[config.mk]
export PLATFORM = sky130hd
export DESIGN_NAME = pipe_ctrl_unit
export DESIGN_NICKNAME = d
export VERILOG_FILES = /design/src/rtl/pipe_ctrl_unit_pkg.sv /design/src/rtl/pipe_ctrl_unit_decode.sv /design/src/rtl/pipe_ctrl_unit.sv
export SDC_FILE = /design/constraint.sdc
export NUM_CORES = 1
export LEC_CHECK = 0
export ABC_AREA = 1
export BUFFER_PORTS_ARGS = -buffer_cell sky130_fd_sc_hd__buf_2
export CAP_MARGIN = 5
export CORE_MARGIN = 1.5
export CORE_UTILIZATION = 25
export CTS_CLUSTER_SIZE = 25
export DETAILED_ROUTE_END_ITERATION = 6
export SKIP_CTS_REPAIR_TIMING = 1
export SYNTH_ARGS = -nofsm -noshare
export SYNTH_HDL_FRONTEND = slang
export SYNTH_SLANG_ARGS = --single-unit
export TNS_END_PERCENT = 50
[constraint.sdc]
create_clock -name clk -period 2.74 [get_ports clk]
set_input_delay 0.822 -clock clk [delete_from_list [all_inputs] [get_ports clk]]
set_output_delay 0.822 -clock clk [all_outputs]
set_load 0.03 [all_outputs]
[src/rtl/pipe_ctrl_unit_pkg.sv]
// Shared decode definitions for the ID-stage control unit:
// opcodes, function codes, ALU enums and the ID/EX control word.
package pipe_ctrl_unit_pkg;

  localparam logic [5:0] OP_RTYPE = 6'd0;
  localparam logic [5:0] OP_J     = 6'd2;
  localparam logic [5:0] OP_JAL   = 6'd3;
  localparam logic [5:0] OP_BEQ   = 6'd4;
  localparam logic [5:0] OP_BNE   = 6'd5;
  localparam logic [5:0] OP_ADDI  = 6'd8;
  localparam logic [5:0] OP_ADDIU = 6'd9;
  localparam logic [5:0] OP_ANDI  = 6'd12;
  localparam logic [5:0] OP_ORI   = 6'd13;
  localparam logic [5:0] OP_XORI  = 6'd14;
  localparam logic [5:0] OP_LW    = 6'd35;
  localparam logic [5:0] OP_SW    = 6'd43;
  localparam logic [5:0] OP_STOP  = 6'd63;

  localparam logic [5:0] F_SLL  = 6'd0;
  localparam logic [5:0] F_SRL  = 6'd2;
  localparam logic [5:0] F_SRA  = 6'd3;
  localparam logic [5:0] F_SLLV = 6'd4;
  localparam logic [5:0] F_SRLV = 6'd6;
  localparam logic [5:0] F_SRAV = 6'd7;
  localparam logic [5:0] F_JR   = 6'd8;
  localparam logic [5:0] F_ADD  = 6'd32;
  localparam logic [5:0] F_ADDU = 6'd33;
  localparam logic [5:0] F_SUB  = 6'd34;
  localparam logic [5:0] F_SUBU = 6'd35;
  localparam logic [5:0] F_AND  = 6'd36;
  localparam logic [5:0] F_OR   = 6'd37;
  localparam logic [5:0] F_XOR  = 6'd38;
  localparam logic [5:0] F_NOR  = 6'd39;
  localparam logic [5:0] F_SLT  = 6'd42;

  localparam logic [4:0] LINK_REG = 5'd31;

  typedef enum logic [4:0] {
    ALU_ADD = 5'd0,
    ALU_SUB = 5'd1,
    ALU_AND = 5'd2,
    ALU_OR  = 5'd3,
    ALU_XOR = 5'd4,
    ALU_NOR = 5'd5,
    ALU_SLT = 5'd6,
    ALU_SLL = 5'd7,
    ALU_SRL = 5'd8,
    ALU_SRA = 5'd9
  } alu_op_e;

  typedef enum logic [2:0] {
    SRC_REG   = 3'd0,
    SRC_ZIMM  = 3'd1,
    SRC_SIMM  = 3'd2,
    SRC_RSAMT = 3'd3,
    SRC_SHAMT = 3'd4
  } alu_src_e;

  typedef struct packed {
    logic       reg_we;
    logic       mem2reg;
    logic       mem_we;
    logic       beq;
    logic       bne;
    logic       jump;
    logic       jump_reg;
    logic       link;
    alu_op_e    alu_ctrl;
    alu_src_e   alu_src;
    logic [4:0] wr_reg;
  } ctrl_word_t;

  localparam ctrl_word_t BUBBLE = ctrl_word_t'('0);

endpackage

[src/rtl/pipe_ctrl_unit_decode.sv]
// Combinational main decoder: opcode/func to control word,
// plus register-use flags for hazard detection.
module ctrl_decode
  import pipe_ctrl_unit_pkg::*;
(
  input  logic [5:0]  opcode_i,
  input  logic [5:0]  func_i,
  input  logic [4:0]  rt_i,
  input  logic [4:0]  rd_i,
  output ctrl_word_t  ctrl_o,
  output logic        uses_rs_o,
  output logic        uses_rt_o,
  output logic        is_stop_o,
  output logic        is_illegal_o
);

  always_comb begin
    ctrl_o       = BUBBLE;
    uses_rs_o    = 1'b1;
    uses_rt_o    = 1'b0;
    is_stop_o    = 1'b0;
    is_illegal_o = 1'b0;
    unique case (opcode_i)
      OP_RTYPE: begin
        ctrl_o.reg_we = 1'b1;
        ctrl_o.wr_reg = rd_i;
        uses_rt_o     = (func_i != F_JR);
        unique case (func_i)
          F_SLL: begin
            ctrl_o.alu_ctrl = ALU_SLL;
            ctrl_o.alu_src  = SRC_SHAMT;
            uses_rs_o       = 1'b0;
          end
          F_SRL: begin
            ctrl_o.alu_ctrl = ALU_SRL;
            ctrl_o.alu_src  = SRC_SHAMT;
            uses_rs_o       = 1'b0;
          end
          F_SRA: begin
            ctrl_o.alu_ctrl = ALU_SRA;
            ctrl_o.alu_src  = SRC_SHAMT;
            uses_rs_o       = 1'b0;
          end
          F_SLLV: begin
            ctrl_o.alu_ctrl = ALU_SLL;
            ctrl_o.alu_src  = SRC_RSAMT;
          end
          F_SRLV: begin
            ctrl_o.alu_ctrl = ALU_SRL;
            ctrl_o.alu_src  = SRC_RSAMT;
          end
          F_SRAV: begin
            ctrl_o.alu_ctrl = ALU_SRA;
            ctrl_o.alu_src  = SRC_RSAMT;
          end
          F_JR: begin
            ctrl_o.jump_reg = 1'b1;
            ctrl_o.reg_we   = 1'b0;
          end
          F_ADD, F_ADDU: ctrl_o.alu_ctrl = ALU_ADD;
          F_SUB, F_SUBU: ctrl_o.alu_ctrl = ALU_SUB;
          F_AND:         ctrl_o.alu_ctrl = ALU_AND;
          F_OR:          ctrl_o.alu_ctrl = ALU_OR;
          F_XOR:         ctrl_o.alu_ctrl = ALU_XOR;
          F_NOR:         ctrl_o.alu_ctrl = ALU_NOR;
          F_SLT:         ctrl_o.alu_ctrl = ALU_SLT;
          default:       is_illegal_o    = 1'b1;
        endcase
      end
      OP_J: begin
        ctrl_o.jump = 1'b1;
        uses_rs_o   = 1'b0;
      end
      OP_JAL: begin
        ctrl_o.jump   = 1'b1;
        ctrl_o.link   = 1'b1;
        ctrl_o.reg_we = 1'b1;
        ctrl_o.wr_reg = LINK_REG;
        uses_rs_o     = 1'b0;
      end
      OP_BEQ, OP_BNE: begin
        ctrl_o.beq      = (opcode_i == OP_BEQ);
        ctrl_o.bne      = (opcode_i == OP_BNE);
        ctrl_o.alu_ctrl = ALU_SUB;
        ctrl_o.wr_reg   = rt_i;
        uses_rt_o       = 1'b1;
      end
      OP_ADDI, OP_ADDIU: begin
        ctrl_o.reg_we  = 1'b1;
        ctrl_o.alu_src = SRC_SIMM;
        ctrl_o.wr_reg  = rt_i;
      end
      OP_ANDI, OP_ORI, OP_XORI: begin
        ctrl_o.reg_we   = 1'b1;
        ctrl_o.alu_src  = SRC_ZIMM;
        ctrl_o.wr_reg   = rt_i;
        ctrl_o.alu_ctrl = (opcode_i == OP_ANDI) ? ALU_AND :
                          (opcode_i == OP_ORI)  ? ALU_OR  : ALU_XOR;
      end
      OP_LW: begin
        ctrl_o.reg_we  = 1'b1;
        ctrl_o.mem2reg = 1'b1;
        ctrl_o.alu_src = SRC_SIMM;
        ctrl_o.wr_reg  = rt_i;
      end
      OP_SW: begin
        ctrl_o.mem_we  = 1'b1;
        ctrl_o.alu_src = SRC_SIMM;
        ctrl_o.wr_reg  = rt_i;
        uses_rt_o      = 1'b1;
      end
      OP_STOP: is_stop_o    = 1'b1;
      default: is_illegal_o = 1'b1;
    endcase
    if (is_illegal_o || is_stop_o) ctrl_o = BUBBLE;
    // r0 is hardwired, so a write to it is dropped here
    if (ctrl_o.wr_reg == 5'd0) ctrl_o.reg_we = 1'b0;
  end

endmodule

[src/rtl/pipe_ctrl_unit.sv]
// ID-stage control: registered decode into ID/EX, load-use
// stall, flush/illegal bubbles and the STOP drain/halt FSM.
module pipe_ctrl_unit
  import pipe_ctrl_unit_pkg::*;
#(
  parameter int ALUC_W       = 5,
  parameter int SRC_W        = 3,
  parameter int DRAIN_CYCLES = 3
) (
  input  logic              clk,
  input  logic              rst_n,
  input  logic              id_valid_i,
  input  logic [31:0]       id_instr_i,
  input  logic              br_taken_i,
  output logic              stall_o,
  output logic              ex_valid_o,
  output logic              ex_reg_we_o,
  output logic              ex_mem2reg_o,
  output logic              ex_mem_we_o,
  output logic              ex_beq_o,
  output logic              ex_bne_o,
  output logic              ex_jump_o,
  output logic              ex_jump_reg_o,
  output logic              ex_link_o,
  output logic [ALUC_W-1:0] ex_alu_ctrl_o,
  output logic [SRC_W-1:0]  ex_alu_src_o,
  output logic [4:0]        ex_wr_reg_o,
  output logic              halted_o,
  output logic              illegal_o
);

  typedef enum logic [1:0] {
    S_RUN,
    S_DRAIN,
    S_HALT
  } state_e;

  localparam logic [3:0] DRAIN_INIT = 4'(DRAIN_CYCLES);

  state_e     state_q;
  logic [3:0] cnt_q;
  ctrl_word_t ctrl_q, ctrl_d;
  logic       valid_q, valid_d;
  logic       illegal_q;

  ctrl_word_t dec;
  logic       uses_rs, uses_rt, is_stop, is_ill;
  logic       hazard, run, go_stop, set_ill;
  logic [4:0] rs, rt;
  logic       unused_shamt;

  assign rs           = id_instr_i[25:21];
  assign rt           = id_instr_i[20:16];
  assign unused_shamt = ^id_instr_i[10:6];

  ctrl_decode u_dec (
    .opcode_i     (id_instr_i[31:26]),
    .func_i       (id_instr_i[5:0]),
    .rt_i         (rt),
    .rd_i         (id_instr_i[15:11]),
    .ctrl_o       (dec),
    .uses_rs_o    (uses_rs),
    .uses_rt_o    (uses_rt),
    .is_stop_o    (is_stop),
    .is_illegal_o (is_ill)
  );

  assign hazard = valid_q && ctrl_q.mem2reg
               && (ctrl_q.wr_reg != 5'd0)
               && ((uses_rs && (rs == ctrl_q.wr_reg))
                || (uses_rt && (rt == ctrl_q.wr_reg)));

  assign run     = (state_q == S_RUN);
  assign stall_o = !run || (hazard && !br_taken_i);

  always_comb begin
    ctrl_d  = BUBBLE;
    valid_d = 1'b0;
    go_stop = 1'b0;
    set_ill = 1'b0;
    if (run && !br_taken_i && !hazard && id_valid_i) begin
      unique case (1'b1)
        is_ill:  set_ill = 1'b1;
        is_stop: go_stop = 1'b1;
        default: begin
          ctrl_d  = dec;
          valid_d = 1'b1;
        end
      endcase
    end
  end

  always_ff @(posedge clk or negedge rst_n) begin
    if (!rst_n) begin
      state_q   <= S_RUN;
      cnt_q     <= 4'd0;
      ctrl_q    <= BUBBLE;
      valid_q   <= 1'b0;
      illegal_q <= 1'b0;
    end else begin
      ctrl_q  <= ctrl_d;
      valid_q <= valid_d;
      if (set_ill) illegal_q <= 1'b1;
      unique case (state_q)
        S_RUN: begin
          if (go_stop) begin
            if (DRAIN_CYCLES <= 1) begin
              state_q <= S_HALT;
            end else begin
              state_q <= S_DRAIN;
              cnt_q   <= DRAIN_INIT;
            end
          end
        end
        S_DRAIN: begin
          // counter hits 1 on this edge
          cnt_q <= cnt_q - 4'd1;
          if (cnt_q <= 4'd2) state_q <= S_HALT;
        end
        S_HALT:  state_q <= S_HALT;
        default: state_q <= S_RUN;
      endcase
    end
  end

  assign ex_valid_o    = valid_q;
  assign ex_reg_we_o   = ctrl_q.reg_we;
  assign ex_mem2reg_o  = ctrl_q.mem2reg;
  assign ex_mem_we_o   = ctrl_q.mem_we;
  assign ex_beq_o      = ctrl_q.beq;
  assign ex_bne_o      = ctrl_q.bne;
  assign ex_jump_o     = ctrl_q.jump;
  assign ex_jump_reg_o = ctrl_q.jump_reg;
  assign ex_link_o     = ctrl_q.link;
  assign ex_alu_ctrl_o = ALUC_W'(ctrl_q.alu_ctrl);
  assign ex_alu_src_o  = SRC_W'(ctrl_q.alu_src);
  assign ex_wr_reg_o   = ctrl_q.wr_reg;
  assign halted_o      = (state_q == S_HALT);
  assign illegal_o     = illegal_q;

endmodule
* After elaboration in Yosys (flattened, before gate mapping)
Index checks and enable logic that the tools add are counted.
Word-level totals: flip-flop bits (word level) 29, input bits 36, output and inout port bits 25, word-level logic and storage cells 127
Operators by class: add/subtract/negate cells 1, order comparisons 1, equal/unequal tests 34, muxes and demuxes 37, reductions and logical operators 39
Operators with widths (count):
- 6-bit == test, second input constant | 12
- 21-bit two-way mux | 3
- 6-bit by 4-bit == test with 1-bit output, second input constant | 6
- 4-bit one-hot mux with 9 select lines | 1
- 6-bit by 3-bit == test with 1-bit output, second input constant | 5
- 5-bit one-hot mux with 3 select lines | 2
- 6-bit by 2-bit == test with 1-bit output, second input constant | 4
- 1-bit two-way mux | 17
- 16-bit OR reduction | 1
- 2-bit OR reduction | 7
- 6-bit logical NOT | 2
- 12-bit OR reduction | 1
- 3-bit OR reduction | 4
- 5-bit == test | 2
- 1-bit logical AND | 9
- 3-bit one-hot mux with 3 select lines | 1
- 9-bit OR reduction | 1
- 1-bit one-hot mux with 2 select lines | 4
- 4-bit one-hot mux with 2 select lines | 1
- 7-bit OR reduction | 1
- 2-bit two-way mux | 3
- 6-bit by 4-bit inequality test with 1-bit output, second input constant | 1
- 2-bit one-hot mux with 3 select lines | 1
- 3-bit one-hot mux with 2 select lines | 1
- 17 further kinds | 22

* Depth between registers and ports, before layout
depth in word-level cells 13, mapped depth 14, gate-level depth less buffers 14

* Modules after synthesis
From an unflattened synthesis, not the netlist that was laid out.
Unflattened totals: cell total of the unflattened synthesis 309, area total of the unflattened synthesis 2054.5 sq um
Modules (own cells, without submodules):
- pipe_ctrl_unit | instances 1, cells each 180, area each 1431.4 sq um, sequential area each 725.7 sq um
- ctrl_decode | instances 1, cells each 129, area each 623.1 sq um, sequential area each 0.0 sq um

* Least setup slack after synthesis
OpenSTA, ideal clock, no wires.
kind input-to-output, start input port id_instr_i[30], end output port stall_o, arrival time 2.231 ns, required time 1.918 ns, slack -0.313 ns, cell stages on the path 9, buffers on the path 0, path through nor2_4 nand2_1 nor2_2 nand2_1 nand2_1 nand2_1 nand2_1 nand2_2 o21ai_0
On the way: longest elaborated chain between the ends 8, elaborated cells between the ends (all ways) 16, classes of those cells 5 x eq/ne; 2 x mux; 9 x reduce/logical
Ends and longest elaborated chain:
- start: declaration | line pipe_ctrl_unit.sv:13 | input logic [31:0] id_instr_i,
- 6-bit == test (tied with other cells) | line pipe_ctrl_unit_decode.sv:23 | unique case (opcode_i)
- 3-bit OR reduction (no source line) or 2-bit OR reduction (tied branches)
- 1-bit one-hot mux with 2 select lines | line pipe_ctrl_unit_decode.sv:23
- 1-bit logical AND, on equally long branches | line pipe_ctrl_unit.sv:71, pipe_ctrl_unit.sv:70
- 1-bit logical OR (*) | line pipe_ctrl_unit.sv:71 | || (uses_rt && (rt == ctrl_q.wr_reg)));
- 1-bit logical AND (*) | line pipe_ctrl_unit.sv:70 | && ((uses_rs && (rs == ctrl_q.wr_reg))
- 1-bit logical AND (*) | line pipe_ctrl_unit.sv:74 | assign stall_o = !run || (hazard && !br_taken_i);
- 1-bit logical OR (*) | line pipe_ctrl_unit.sv:74
- end: declaration | line pipe_ctrl_unit.sv:15 | output logic stall_o,
Mark *: on every way between the ends. The rest lies on a longest branch, timed or not.

* Final worst setup path
start input port id_instr_i[28], end output port stall_o
The elaborated chain is that of the path after synthesis.

==> impl_metrics.ini <==
[timing]
setup_viol = 1
worstMarginPinSlew_ps = 623
clock.fmax_mhz = 359
finalClockSkew_ps = 1.60
finalCritPeriodShare = 1.02
slew_headroom = 0.584
slew_violations = 0
hold_violations = 0
fin_ws_ps = -44.8
rsz0062_at_grt = true
period_needed_ps = 2780

[clock_network]
clk_pin_slew_worst_paths_ps = 100
clkLatencyLatePin_ps = 270
htree_levels = 1
cts_tree = built
cts_buffer_depth = 2
ctsRootBufferMaster = clkbuf_8
clkSinkCount = 28
numCtsBuffers = 3

[worst_setup_path]
path_cells = buf_4 > inv_2 > buf_4 > nor2_4 > nand3_2 > nand2_2 > inv_1 > nand2_2 > nand2_1 > nand2_1 > nand2_2 > o21ai_2 > buf_6
cp_slowest_cell = o21ai_2
max_stage_delay_ps = 150
critPathMaxFanout = 3
end_kind = output port
crit_path_start_kind = input port
cpMostUsedCell = nand2_2
required_ps = 1920
crit_type = in2out
cp_data_arrival_time_ps = 1960

[die]
coreArea_sq_mm = 0.00733
num_rows = 31
start_util = 0.261
pin_count = 61
die_width_um = 90.5
dieArea_sq_mm = 0.00818
die_h_um = 90.5

[global_route]
grt_max_degree = 29
overflow = 0
grt_pass1_wl_um = 8400
track_usage = 0.125
antenna_found_initial = 0
grt_pass1_vias = 1920

[finish]
syn2layout_area_growth_pct = 40.4
fillers = 814
nNetsFinal = 415
drive_above_1_share = 0.339
insertedDiodeCount = 0

[worst_hold_path]
worstHoldPathType = reg2reg

[synthesis]
synth_warnings = 0
synth_top_family_by_area = simple AND/OR/NAND/NOR gates
yosysUniqueCellTypes = 30
syn_area_sq_mm = 0.00191
synth-simple-area-share = 0.417
syn_inst = 286
yosysSeqAreaShare = 0.366
synthMuxAreaShare = 0
synth_nets = 328
ys_seq_elements = 28
synthAdderAreaFrac = 0.0393
synth-compound-area-share = 0.0654
avgSynthCellArea_sq_um = 6.68
synthXorXnorAreaFrac = 0.0137

[routing]
via_per_inst = 4.31
route.vias.total = 2029
dr.pass1.iters = 4
ant_nets = 0
drc_errors = 0
wirelength_um = 5210
wl_per_cell_um = 11.1
first_iter_violations = 74

[placed_design]
placement.setup.worst_slack_ps = -97.9
io_buffers = 54
globalplace.congestion = 0.905
hpwl_um = 4190

[power]
power.total_w = 0.00131
ir_drop_mv = 0.134
power_density_mw_per_mm2 = 487
leakage_nw = 1.51

[outcome]
status = complete, but fails checks
violations = setup timing

[run]
max_cap_violations = 0
[final timing paths]
kind | start | slack, ps | to | cells past startpoint
max | id_instr_i[28] | -40 | stall_o | 13
min reg2reg | illegal_o | 500 | illegal_o | 1
min | illegal_o | 500 | illegal_o | 1
max in group asynchronous | rst_n | 1780 | ex_alu_ctrl_o[1] | 1
max reg2reg | ex_wr_reg_o[0] | 850 | ex_alu_ctrl_o[0] | 13
min in group asynchronous | rst_n | 550 | state_q[0] | 1
[state kept, by name (all words and copies together), names as in the netlist]
name and flops:
ex_wr_reg_o 5, cnt_q 4, ex_alu_ctrl_o 4, ex_alu_src_o 3, state_q 2, ex_beq_o 1
ex_bne_o 1, ex_jump_o 1, ex_jump_reg_o 1, ex_link_o 1, ex_mem2reg_o 1, ex_mem_we_o 1
ex_reg_we_o 1, ex_valid_o 1, illegal_o 1
[cell usage after synthesis, drive strengths merged]
library cell / count / area share
nand2: 98 / 0.20
nor2: 49 / 0.11
inv: 43 / 0.084
dfrtp: 28 / 0.37
nand3: 21 / 0.064
a21oi: 11 / 0.029
ha: 6 / 0.039
nand4: 6 / 0.020
o21ai: 6 / 0.016
buf: 3 / 0.0092
nor3: 3 / 0.010
xnor2: 3 / 0.014
nor3b: 2 / 0.010
a31o: 1 / 0.0046
a31oi: 1 / 0.0033
clkinv: 1 / 0.0026
conb: 1 / 0.0020
o211a: 1 / 0.0052
o211ai: 1 / 0.0039
o31ai: 1 / 0.0039
[cell usage in the layout (no fill, tap or decap), types with 4 or more instances in the layout]
master / synthesis / layout
nand2_1: 93 / 88
buf_2: 2 / 50
inv_1: 40 / 40
nor2_1: 40 / 35
buf_4: 1 / 30
dfrtp_1: 28 / 28
nand3_1: 19 / 16
a21oi_1: 11 / 11
nand2_2: 5 / 10
nor2_2: 7 / 9
nand4_1: 6 / 6
ha_1: 6 / 6
nor2_4: 2 / 5
nand3_2: 1 / 4
o21ai_0: 5 / 4
buf_6: 0 / 4
[critical path: cells and delay by family]
family	cells	cell delay (ps)
AO/OA/AOI/OAI	1	150
buffers and inverters	5	450
AND/OR/NAND/NOR	7	530
[layout make-up]
| class | count | area [sq um] | share of cell area |
|---|---|---|---|
| Multi-Input combinational cell | 211 | 1090 | 0.405 |
| Inverter | 44 | 166 | 0.0620 |
| Clock buffer | 3 | 41.3 | 0.0154 |
| Timing Repair Buffer | 85 | 536 | 0.200 |
| Sequential cell | 28 | 701 | 0.261 |
| Tap cell | 99 | 124 | 0.0462 |
| Clock inverter | 1 | 30.0 | 0.0112 |
[power breakdown]
part	internal (W)	total, W	switching, W
clock network	0.000196	0.000324	0.000129
logic	0.000191	0.000493	0.000302
registers	0.000456	0.000488	0.0000325
total	0.000843	0.00131	0.000463
[cell families after synthesis]
group                    after synthesis
buffers and inverters                 47
other                                  1
AND/OR/NAND/NOR                      179
XOR/XNOR                               3
flip-flops                            28
AO/OA/AOI/OAI                         22
adder cells (fa/ha/maj)                6
[metrics by stage]
| step | TNS [ps] | cells | hold slack [ps] | area, sq um | utilization |
|---|---|---|---|---|---|
| after CTS | -102 | 467 | 518 | 2570 | 0.350 |
| after global routing | -105 | 471 | 527 | 2680 | 0.366 |
| after floorplan | 0 | 286 | 467 | 1920 | - |
| after global placement | -100 | 463 | 484 | 2490 | 0.340 |
| after detailed placement | -97.9 | 463 | 495 | 2490 | 0.340 |
| final | -44.8 | 471 | 499 | 2680 | 0.366 |
[per-layer routing]
metal  routed length, um  track usage  vias to the layer above
li1                    -            -                     1058
met1                2360        0.164                      910
met2                2540        0.218                       55
met3                 240       0.0118                        6
met4                  66       0.0357                        0
met5                   0            0                        -
(Power assumes the default switching activity.)
